[config.mk]
export PLATFORM = sky130hd
export DESIGN_NAME = seg7_mux_ctrl_n_flat
export DESIGN_NICKNAME = d
export VERILOG_FILES = /design/src/rtl/seg7_mux_ctrl_n_if.sv /design/src/rtl/seg7_mux_ctrl_n.sv /design/src/flat_wrapper.sv
export SDC_FILE = /design/constraint.sdc
export NUM_CORES = 1
export LEC_CHECK = 0
export BUFFER_PORTS_ARGS = -buffer_cell sky130_fd_sc_hd__buf_4
export CAP_MARGIN = 20
export CORE_MARGIN = 2
export CORE_UTILIZATION = 39
export CTS_CLUSTER_DIAMETER = 120
export DETAILED_ROUTE_END_ITERATION = 7
export SETUP_SLACK_MARGIN = 0.05
export SLEW_MARGIN = 20
export SYNTH_ARGS = -nofsm -noshare
export SYNTH_HDL_FRONTEND = slang
export SYNTH_SLANG_ARGS = --single-unit
[constraint.sdc]
create_clock -name clk -period 3.61 [get_ports clk]
set_input_delay 0.361 -clock clk [delete_from_list [all_inputs] [get_ports clk]]
set_output_delay 0.361 -clock clk [all_outputs]
set_load 0.01 [all_outputs]
[src/rtl/seg7_mux_ctrl_n_if.sv]
// Control, display-data and pin-side signals of the N-digit multiplexed 7-segment controller.
// No handshake: all inputs are levels or single-cycle strobes, and all outputs are free-running.
interface seg7_mux_ctrl_n_if #(
    parameter int NUM_DIGITS = 4
);
    logic                    en;
    logic                    load_pls;
    logic                    freeze;
    logic                    hex_mode;
    logic                    lzb_en;
    logic                    dim_up_pls;
    logic                    dim_dwn_pls;
    logic [4*NUM_DIGITS-1:0] x;
    logic [NUM_DIGITS-1:0]   x_dp;
    logic [NUM_DIGITS-1:0]   blink_mask;
    logic [3:0]              dim_val;
    logic [6:0]              seg;
    logic                    dp;
    logic [NUM_DIGITS-1:0]   an;

    modport master (
        output en, load_pls, freeze, hex_mode, lzb_en, dim_up_pls, dim_dwn_pls,
        output x, x_dp, blink_mask,
        input  dim_val, seg, dp, an
    );

    modport slave (
        input  en, load_pls, freeze, hex_mode, lzb_en, dim_up_pls, dim_dwn_pls,
        input  x, x_dp, blink_mask,
        output dim_val, seg, dp, an
    );
endinterface

[src/rtl/seg7_mux_ctrl_n.sv]
// N-digit multiplexed 7-segment driver: latched display, PWM dimming, ghost blanking, blink, LZB.
// an/seg/dp are registered one clock after the scan state; there is no backpressure (strobes act at once).
module seg7_mux_ctrl_n #(
    parameter int NUM_DIGITS    = 4,
    parameter int CLOCK_FREQ_HZ = 100_000_000,
    parameter int UPDATE_MS     = 300,
    parameter int BLINK_MS      = 250,
    parameter int SCAN_BITS     = 18,
    parameter int BLANK_CYCLES  = 16
) (
    input  logic             clk,
    input  logic             rst_n,
    seg7_mux_ctrl_n_if.slave bus
);
    localparam int UPDATE_CYCLES = (CLOCK_FREQ_HZ / 1000) * UPDATE_MS;
    localparam int BLINK_CYCLES  = (CLOCK_FREQ_HZ / 1000) * BLINK_MS;
    localparam int UW            = $clog2(UPDATE_CYCLES + 1);
    localparam int BW            = $clog2(BLINK_CYCLES + 1);
    localparam int KW            = (NUM_DIGITS > 1) ? $clog2(NUM_DIGITS) : 1;

    logic [SCAN_BITS-1:0]    scan_cnt;
    logic [KW-1:0]           k;
    logic [KW-1:0]           k_nxt;
    logic [KW-1:0]           sel;
    logic [4:0]              ghost_cnt;
    logic [UW-1:0]           upd_cnt;
    logic [BW-1:0]           blink_cnt;
    logic                    blink_ph;
    logic [3:0]              dim_q;
    logic [4*NUM_DIGITS-1:0] lat_x;
    logic [NUM_DIGITS-1:0]   lat_dp;
    logic [NUM_DIGITS-1:0]   lat_mask;
    logic [3:0]              nib;
    logic [3:0]              pwm;
    logic                    scan_wrap;
    logic                    upd_wrap;
    logic                    blink_wrap;
    logic                    do_latch;
    logic                    lz_blank;
    logic                    blank;

    function automatic logic [6:0] decode(input logic [3:0] v, input logic hex);
        case (v)
            4'h0:    decode = 7'h40;
            4'h1:    decode = 7'h79;
            4'h2:    decode = 7'h24;
            4'h3:    decode = 7'h30;
            4'h4:    decode = 7'h19;
            4'h5:    decode = 7'h12;
            4'h6:    decode = 7'h02;
            4'h7:    decode = 7'h78;
            4'h8:    decode = 7'h00;
            4'h9:    decode = 7'h10;
            4'hA:    decode = hex ? 7'h08 : 7'h7F;
            4'hB:    decode = hex ? 7'h03 : 7'h7F;
            4'hC:    decode = hex ? 7'h46 : 7'h7F;
            4'hD:    decode = hex ? 7'h21 : 7'h7F;
            4'hE:    decode = hex ? 7'h06 : 7'h7F;
            default: decode = hex ? 7'h0E : 7'h7F;
        endcase
    endfunction

    assign scan_wrap  = &scan_cnt;
    assign upd_wrap   = (upd_cnt == UW'(UPDATE_CYCLES - 1));
    assign blink_wrap = (blink_cnt == BW'(BLINK_CYCLES - 1));
    assign do_latch   = bus.load_pls || (bus.en && upd_wrap && !bus.freeze);
    assign sel        = KW'(NUM_DIGITS - 1) - k;
    assign nib        = lat_x[4*sel +: 4];
    assign pwm        = scan_cnt[SCAN_BITS-3 -: 4];
    assign bus.dim_val = dim_q;

    // A digit is suppressed only when it and every digit to its left are bare zeros.
    assign lz_blank = bus.lzb_en && (sel != '0) &&
                      ((lat_x >> (4*sel)) == '0) && ((lat_dp >> sel) == '0);

    assign blank = (ghost_cnt != 5'd0) || (pwm > dim_q) || (blink_ph && lat_mask[sel]) ||
                   lz_blank || ((nib > 4'd9) && !bus.hex_mode);

    always_comb begin
        k_nxt = k;
        if (bus.en && scan_wrap)
            k_nxt = (k == KW'(NUM_DIGITS - 1)) ? '0 : k + 1'b1;
    end

    always_ff @(posedge clk or negedge rst_n) begin
        if (!rst_n) begin
            scan_cnt  <= '0;
            k         <= '0;
            ghost_cnt <= 5'd0;
            upd_cnt   <= '0;
            blink_cnt <= '0;
            blink_ph  <= 1'b0;
            dim_q     <= 4'd8;
            lat_x     <= '0;
            lat_dp    <= '0;
            lat_mask  <= '0;
        end else begin
            if (bus.en) begin
                scan_cnt <= scan_cnt + 1'b1;
                k        <= k_nxt;
                // Single-digit builds never change k, so they never blank.
                if (k_nxt != k)
                    ghost_cnt <= 5'(BLANK_CYCLES);
                else if (ghost_cnt != 5'd0)
                    ghost_cnt <= ghost_cnt - 5'd1;
                if (blink_wrap) begin
                    blink_cnt <= '0;
                    blink_ph  <= ~blink_ph;
                end else begin
                    blink_cnt <= blink_cnt + 1'b1;
                end
            end
            if (bus.load_pls)
                upd_cnt <= '0;
            else if (bus.en)
                upd_cnt <= upd_wrap ? '0 : upd_cnt + 1'b1;
            if (do_latch) begin
                lat_x    <= bus.x;
                lat_dp   <= bus.x_dp;
                lat_mask <= bus.blink_mask;
            end
            if (bus.dim_up_pls && !bus.dim_dwn_pls && dim_q != 4'd15)
                dim_q <= dim_q + 4'd1;
            else if (bus.dim_dwn_pls && !bus.dim_up_pls && dim_q != 4'd0)
                dim_q <= dim_q - 4'd1;
        end
    end

    always_ff @(posedge clk or negedge rst_n) begin
        if (!rst_n) begin
            bus.an  <= '1;
            bus.seg <= 7'h7F;
            bus.dp  <= 1'b1;
        end else if (!bus.en) begin
            bus.an  <= '1;
            bus.seg <= 7'h7F;
            bus.dp  <= 1'b1;
        end else begin
            bus.an  <= ~(NUM_DIGITS'(1) << sel);
            bus.seg <= blank ? 7'h7F : decode(nib, bus.hex_mode);
            bus.dp  <= blank || !lat_dp[sel];
        end
    end
endmodule

[src/flat_wrapper.sv]
// flat-port wrapper written by rule: the top's interface ports become plain ports
module seg7_mux_ctrl_n_flat 
#(
    parameter int NUM_DIGITS    = 4,
    parameter int CLOCK_FREQ_HZ = 100_000_000,
    parameter int UPDATE_MS     = 300,
    parameter int BLINK_MS      = 250,
    parameter int SCAN_BITS     = 18,
    parameter int BLANK_CYCLES  = 16
)
  (clk, rst_n, bus_en, bus_load_pls, bus_freeze, bus_hex_mode, bus_lzb_en, bus_dim_up_pls, bus_dim_dwn_pls, bus_x, bus_x_dp, bus_blink_mask, bus_dim_val, bus_seg, bus_dp, bus_an);
  seg7_mux_ctrl_n_if #(.NUM_DIGITS(NUM_DIGITS)) bus_i ();
  input  logic clk;
  input  logic rst_n;
  input wire logic [$bits(bus_i.en)-1:0] bus_en;
  input wire logic [$bits(bus_i.load_pls)-1:0] bus_load_pls;
  input wire logic [$bits(bus_i.freeze)-1:0] bus_freeze;
  input wire logic [$bits(bus_i.hex_mode)-1:0] bus_hex_mode;
  input wire logic [$bits(bus_i.lzb_en)-1:0] bus_lzb_en;
  input wire logic [$bits(bus_i.dim_up_pls)-1:0] bus_dim_up_pls;
  input wire logic [$bits(bus_i.dim_dwn_pls)-1:0] bus_dim_dwn_pls;
  input wire logic [$bits(bus_i.x)-1:0] bus_x;
  input wire logic [$bits(bus_i.x_dp)-1:0] bus_x_dp;
  input wire logic [$bits(bus_i.blink_mask)-1:0] bus_blink_mask;
  output wire logic [$bits(bus_i.dim_val)-1:0] bus_dim_val;
  output wire logic [$bits(bus_i.seg)-1:0] bus_seg;
  output wire logic [$bits(bus_i.dp)-1:0] bus_dp;
  output wire logic [$bits(bus_i.an)-1:0] bus_an;
  assign bus_i.en = bus_en;
  assign bus_i.load_pls = bus_load_pls;
  assign bus_i.freeze = bus_freeze;
  assign bus_i.hex_mode = bus_hex_mode;
  assign bus_i.lzb_en = bus_lzb_en;
  assign bus_i.dim_up_pls = bus_dim_up_pls;
  assign bus_i.dim_dwn_pls = bus_dim_dwn_pls;
  assign bus_i.x = bus_x;
  assign bus_i.x_dp = bus_x_dp;
  assign bus_i.blink_mask = bus_blink_mask;
  assign bus_dim_val = bus_i.dim_val;
  assign bus_seg = bus_i.seg;
  assign bus_dp = bus_i.dp;
  assign bus_an = bus_i.an;
  seg7_mux_ctrl_n #(.NUM_DIGITS(NUM_DIGITS), .CLOCK_FREQ_HZ(CLOCK_FREQ_HZ), .UPDATE_MS(UPDATE_MS), .BLINK_MS(BLINK_MS), .SCAN_BITS(SCAN_BITS), .BLANK_CYCLES(BLANK_CYCLES)) u_core (.clk(clk), .rst_n(rst_n), .bus(bus_i));
endmodule
# After elaboration in Yosys (flattened, before gate mapping)
# Index checks and enable logic that the tools add are counted.
[op_classes] shift=4 n_addsub=8 eq_ne=19 n_mux=25 bitwise_logic=2 n_lt_le_gt_ge=3 n_reduce_logical=35
[op_table] op="$pmux 7 s15" n=1
[op_table] op="$mux 25" n=4
[op_table] op="$add 25x1->25 const B" n=2
[op_table] op="$eq 25x25->1 const B" n=2
[op_table] op="$mux 7" n=7
[op_table] op="$eq 4x4->1 const B" n=7
[op_table] op="$add 18x1->18 const B" n=1
[op_table] op="$reduce_and 18->1" n=1
[op_table] op="$eq 4x3->1 const B" n=4
[op_table] op="$logic_not 16->1" n=1
[op_table] op="$shiftx 16x5->4" n=1
[op_table] op="$shr 16x4->16" n=1
[op_table] op="$logic_and 1x1->1" n=12
[op_table] op="$mux 4" n=3
[op_table] op="$mux 5" n=2
[op_table] op="$eq 4x2->1 const B" n=2
[op_table] op="$logic_not 4->1" n=2
[op_table] op="$reduce_bool 2->1" n=4
[op_table] op="$logic_or 1x1->1" n=6
[op_table] op="$mux 6" n=1
[op_table] op="$logic_not 1->1" n=5
[op_table] op="$reduce_bool 5->1" n=1
[op_table] op="$sub 5x1->5 const B" n=1
[op_table] op="$add 4x1->4 const B" n=1
[op_table] op="19 further kinds" n=24
[word_totals] inputBits=33 register_bits=116 out_inout_bits=16

# Depth between registers and ports, before layout
[depth] word_depth=9 ltp_mapped=8

# Least setup slack after synthesis
# Ideal clock, no wire load.
[synth_timing] kind="flip-flop to flip-flop" start="reg u_core.upd_cnt[13]" end="reg u_core.lat_dp[0]" arrival_ps=2069 stages_incl_launch_ff=8 setup_slack_ps=1416 n_path_buf=2 setup_time_ps=125 cell_sequence="dfrtp_1 -> or4_4 -> nor3_4 -> nand4_4 -> o31a_1 -> buf_6 -> buf_12 -> mux2_4"
[synth_between] elab_chain_len=4
[synth_rtl] item="from (decl)" line_no="seg7_mux_ctrl_n.sv:26" rtl="logic [UW-1:0] upd_cnt;"
[synth_rtl] item="from (signal assigned)" line_no="seg7_mux_ctrl_n.sv:116" rtl="upd_cnt <= upd_wrap ? '0 : upd_cnt + 1'b1;"
[synth_rtl] item="$eq 25x25->1" line_no="seg7_mux_ctrl_n.sv:64" rtl="assign upd_wrap = (upd_cnt == UW'(UPDATE_CYCLES - 1));"
[synth_rtl] item="$logic_and 1x1->1 (2 in series)" line_no="seg7_mux_ctrl_n.sv:66" rtl="assign do_latch = bus.load_pls || (bus.en && upd_wrap && !bus.freeze);"
[synth_rtl] item="$logic_or 1x1->1" line_no="seg7_mux_ctrl_n.sv:66"
[synth_rtl] item="to (signal assigned)" line_no="seg7_mux_ctrl_n.sv:119" rtl="lat_dp <= bus.x_dp;"
[synth_rtl] item="to (decl)" line_no="seg7_mux_ctrl_n.sv:31" rtl="logic [NUM_DIGITS-1:0] lat_dp;"
# No other way between the ends.
# A chain may end at the register's enable or synchronous reset.

# Worst setup path after layout
[layout_timing] start="reg u_core.k[0]" end="reg u_core.bus.seg[6]"
[layout_between] elab_chain_len=9 word_cells_on_any_way=36
[layout_rtl] item="from (decl)" line_no="seg7_mux_ctrl_n.sv:22" rtl="logic [KW-1:0] k;"
[layout_rtl] item="from (signal assigned)" line_no="seg7_mux_ctrl_n.sv:100" rtl="k <= k_nxt;"
[layout_rtl] item="$sub 2x2->2 *" line_no="seg7_mux_ctrl_n.sv:67" rtl="assign sel = KW'(NUM_DIGITS - 1) - k;"
[layout_rtl] item="parallel branches: the longest is 6 deep, another holds $gt 4x4->1"
[layout_rtl] item="$mux 7 *" line_no="seg7_mux_ctrl_n.sv:140" rtl="bus.seg <= blank ? 7'h7F : decode(nib, bus.hex_mode);"
[layout_rtl] item="$mux 7 *" line_no="seg7_mux_ctrl_n.sv:134" rtl="end else if (!bus.en) begin"
[layout_rtl] item="to (signal assigned)" line_no="seg7_mux_ctrl_n.sv:140"
[layout_rtl] item="to (decl)" line_no="seg7_mux_ctrl_n_if.sv:30" rtl="output dim_val, seg, dp, an"
# Every way passes the cells marked *. The select of a mux whose other input is x is not followed.

==> impl_metrics.yaml <==
outcome:
  status: "complete, but fails checks"
  violations: "negative hold slack"
global_routing:
  antenna_found_initial: 0
  grt_pass1_wl_um: 21300
  grt_pass1_vias: 4390
  track_usage_pct: 16.5
  grt_max_degree: 86
  overflow: 0
floorplanning:
  fp.dieH_um: 128
  core_area_um2: 15100
  initial_core_util_pct: 39.7
  io_pins: 49
  row_count: 45
  fp.dieArea_um2: 16400
  fp.dieW_um: 128
hold_path:
  hold_class: "primary input to asynchronous set/reset pin"
yosys:
  synth_most_common_cell: "dfrtp_1"
  synth.mux.area_fraction_pct: 8.88
  synthXorXnorAreaFrac_pct: 9.77
  yosys_warnings: 0
  synth_compound_area_share_pct: 6.35
  synth_adder_area_share_pct: 3.62
  syn_inst: 559
  synth-seq-area-share_pct: 48.6
  synth_top_cells_by_count: "dfrtp_1 (103), nor2_1 (62), nand2_1 (45)"
  synth_cell_types: 60
  async_flop_share_pct: 100
  synth_edf_count: 0
  synth_seq_cells: 116
  synth_flop_cell: "dfrtp_1"
  yosys.area_share.simple_pct: 19.7
  yosys.area.top_type_share_pct: 42.9
  syn-num-nets: 608
  synth_top_family_by_area: "simple AND/OR/NAND/NOR gates"
  synth_area_um2: 6010
  synth_top_area_cell: "dfrtp_1"
  syn_avg_cell_area_um2: 10.7
  synth_area_leaders: "dfrtp_1 (43%), xnor2_1 (6.1%), dfstp_2 (5.7%), mux2_4 (5.0%), nor2_1 (3.9%)"
setup_path:
  cp-end-kind: "register"
  cp_max_fo: 15
  critPathMostFrequentCell: "nor2_1"
  worst-setup-path-type: "register to register"
  max_stage_delay_ns: 0.76
  critPathArrivalTime_ns: 2.97
  start_kind: "register"
  cp_slowest_cell: "dfrtp_1"
  critPathRequiredTime_ns: 3.91
  cp_cell_sequence: "mux4_2 -> nor2_1 -> nor2_1 -> a211oi_2 -> nand3_1"
pwr:
  power.leakage_nw: 3.04
  power_density_nw_per_um2: 540
  vdd_drop_max_uv: 349
timing:
  final.setup.tns_ns: 0
  fin_ws_ns: 0.938
  slew_headroom_pct: 43.7
  fmax_mhz: 374
  final-hold-violation-count: 10
  timing.final.crit_share_pct: 74.0
  layout_min_cycle_time_ns: 2.67
  whs_ns: -0.0139
  worst_pin_slew_ns: 0.837
  clock_skew_ns: 0.00897
  final_max_slew_viol_count: 0
  finalSetupViolCount: 0
  grt_setup_unrepaired: "no"
finish:
  fillers: 1388
  syn2layout_area_growth_pct: 17.9
  drive_gt1_share_pct: 21.2
  fin_nets: 663
  final-seq-area_um2: 2920
  multi_input_area_um2: 2900
  diodes: 0
clocking:
  clk_latency_ns: 0.41
  cts-resized-gates: 0
  postCtsSetupRepairBufs: 0
  ctsRootBufferMaster: "clkbuf_16"
  path_clk_slew_ns: 0.05
  cts_sinks: 116
  cts_hold_buf: 0
  cts.path.max_buffers: 2
  htreeDepth: 4
  numCtsBuffers: 17
  cts_tree: "built"
routing:
  wl_um: 12500
  postRouteAntennaNets: 0
  dr.pass1.iters: 5
  routed_via_density: 5.35
  wl_per_cell_um: 15.3
  drc: 0
  via_count: 4361
  first_iter_violations: 261
flow_run:
  cap_violations: 0
placement:
  place_ws_ns: 0.956
  hpwl_um: 8800
  port_buffers: 48
  place.gp.congestion: 0.862
[stage by stage]
| stage | util [%] | std cells | power [mW] | hold WS, ns | area, um2 |
|---|---|---|---|---|---|
| 6_report | 46.7 | 815 | 3.82 | -0.0139 | 7080 |
| 5_1_grt | 46.7 | 815 | 4.05 | 0.0523 | 7080 |
| 4_1_cts | 46.7 | 815 | 3.87 | 0.159 | 7080 |
| 3_5_place_dp | 43.1 | 783 | 2.31 | 0.460 | 6530 |
| 3_3_place_gp | 43.1 | 783 | 2.27 | 0.454 | 6530 |
| 2_1_floorplan | - | 559 | 2.09 | 0.0654 | 6010 |
[routing by layer]
layer	part of all wire (%)	global-route usage [%]	vias to the layer above	wire (um)
met4	1.2	5.43	0	153
met2	46	25.4	94	5750
met5	0	0	-	0
met3	4.5	5.05	14	559
met1	48	22.4	2157	6020
li1	-	-	2096	-
[logic make-up after synthesis]
family,after synthesis
AND/OR/NAND/NOR,229
buffers and inverters,37
AO/OA/AOI/OAI,58
adder cells (fa/ha/maj),17
XOR/XNOR,67
flip-flops,116
multiplexers,35
[where the power goes]
| part | switching [mW] | total, mW | internal [mW] |
|---|---|---|---|
| Sequential | 0.180 | 1.66 | 1.48 |
| Combinational | 0.307 | 0.634 | 0.327 |
| Clock | 0.541 | 1.53 | 0.992 |
| Total | 1.03 | 3.82 | 2.80 |
[worst max-delay path, delay by kind of cell, from the launching register on]
kind,cells,cell delay [ns]
and+or+nand+nor,3,0.59
AOI/OAI and AO/OA,1,0.47
muxes,1,0.73
DFF,1,0.76
[sequential cells by signal, indices dropped and copies added, names as in the netlist]
name                count
u_core.blink_cnt       25
u_core.blink_ph         1
u_core.bus.an           4
u_core.bus.dim_val      4
u_core.bus.dp           1
u_core.bus.seg          7
u_core.ghost_cnt        5
u_core.k                2
u_core.lat_dp           4
u_core.lat_mask         4
u_core.lat_x           16
u_core.scan_cnt        18
u_core.upd_cnt         25
[cells in the final DEF (no fill, tap or decap), types with 3 or more instances in the layout]
master       n
o31ai_1      3
buf_4       52
inv_1       20
and3_1       6
nor3_1      12
or2_2        3
mux4_2       6
o22ai_1      3
mux2_4      20
or3_1        4
nand4_1     21
mux2i_1      3
mux2_2       6
ha_1        15
xor2_1      25
and4_1       9
dfrtp_1    103
xnor2_1     42
nand2_1     45
nand2b_1     4
o211ai_1     3
clkbuf_1     6
nand3_1     32
nor4_1      15
clkinv_2     5
a21oi_1     15
a21o_1       3
nor4b_1      3
clkbuf_8     3
o21ai_0     12
nor2_1      62
clkbuf_16   17
dfstp_2     13
[path summary, 6_finish.rpt]
kind	start	end	slack, ns	cells past startpoint
min	rst_n	u_core.blink_cnt[13]	-0.01	1
max	u_core.k[0]	u_core.bus.seg[6]	0.94	5
max in group asynchronous	rst_n	u_core.blink_cnt[18]	2.82	2
min reg2reg	u_core.blink_cnt[4]	u_core.blink_cnt[4]	0.47	1
max reg2reg	u_core.k[0]	u_core.bus.seg[6]	0.94	5
min in group clk	bus_x_dp[1]	u_core.lat_dp[1]	0.17	2
[area by class of cell]
type / count / area share (%)
clock buffer: 26 / 6.91
clock inverter: 6 / 0.778
inverter: 20 / 1.06
multi-input combinational: 406 / 41.0
sequential: 116 / 41.2
tap: 188 / 3.32
timing repair buffer: 53 / 5.67
Power figures use the tool's default switching activity.
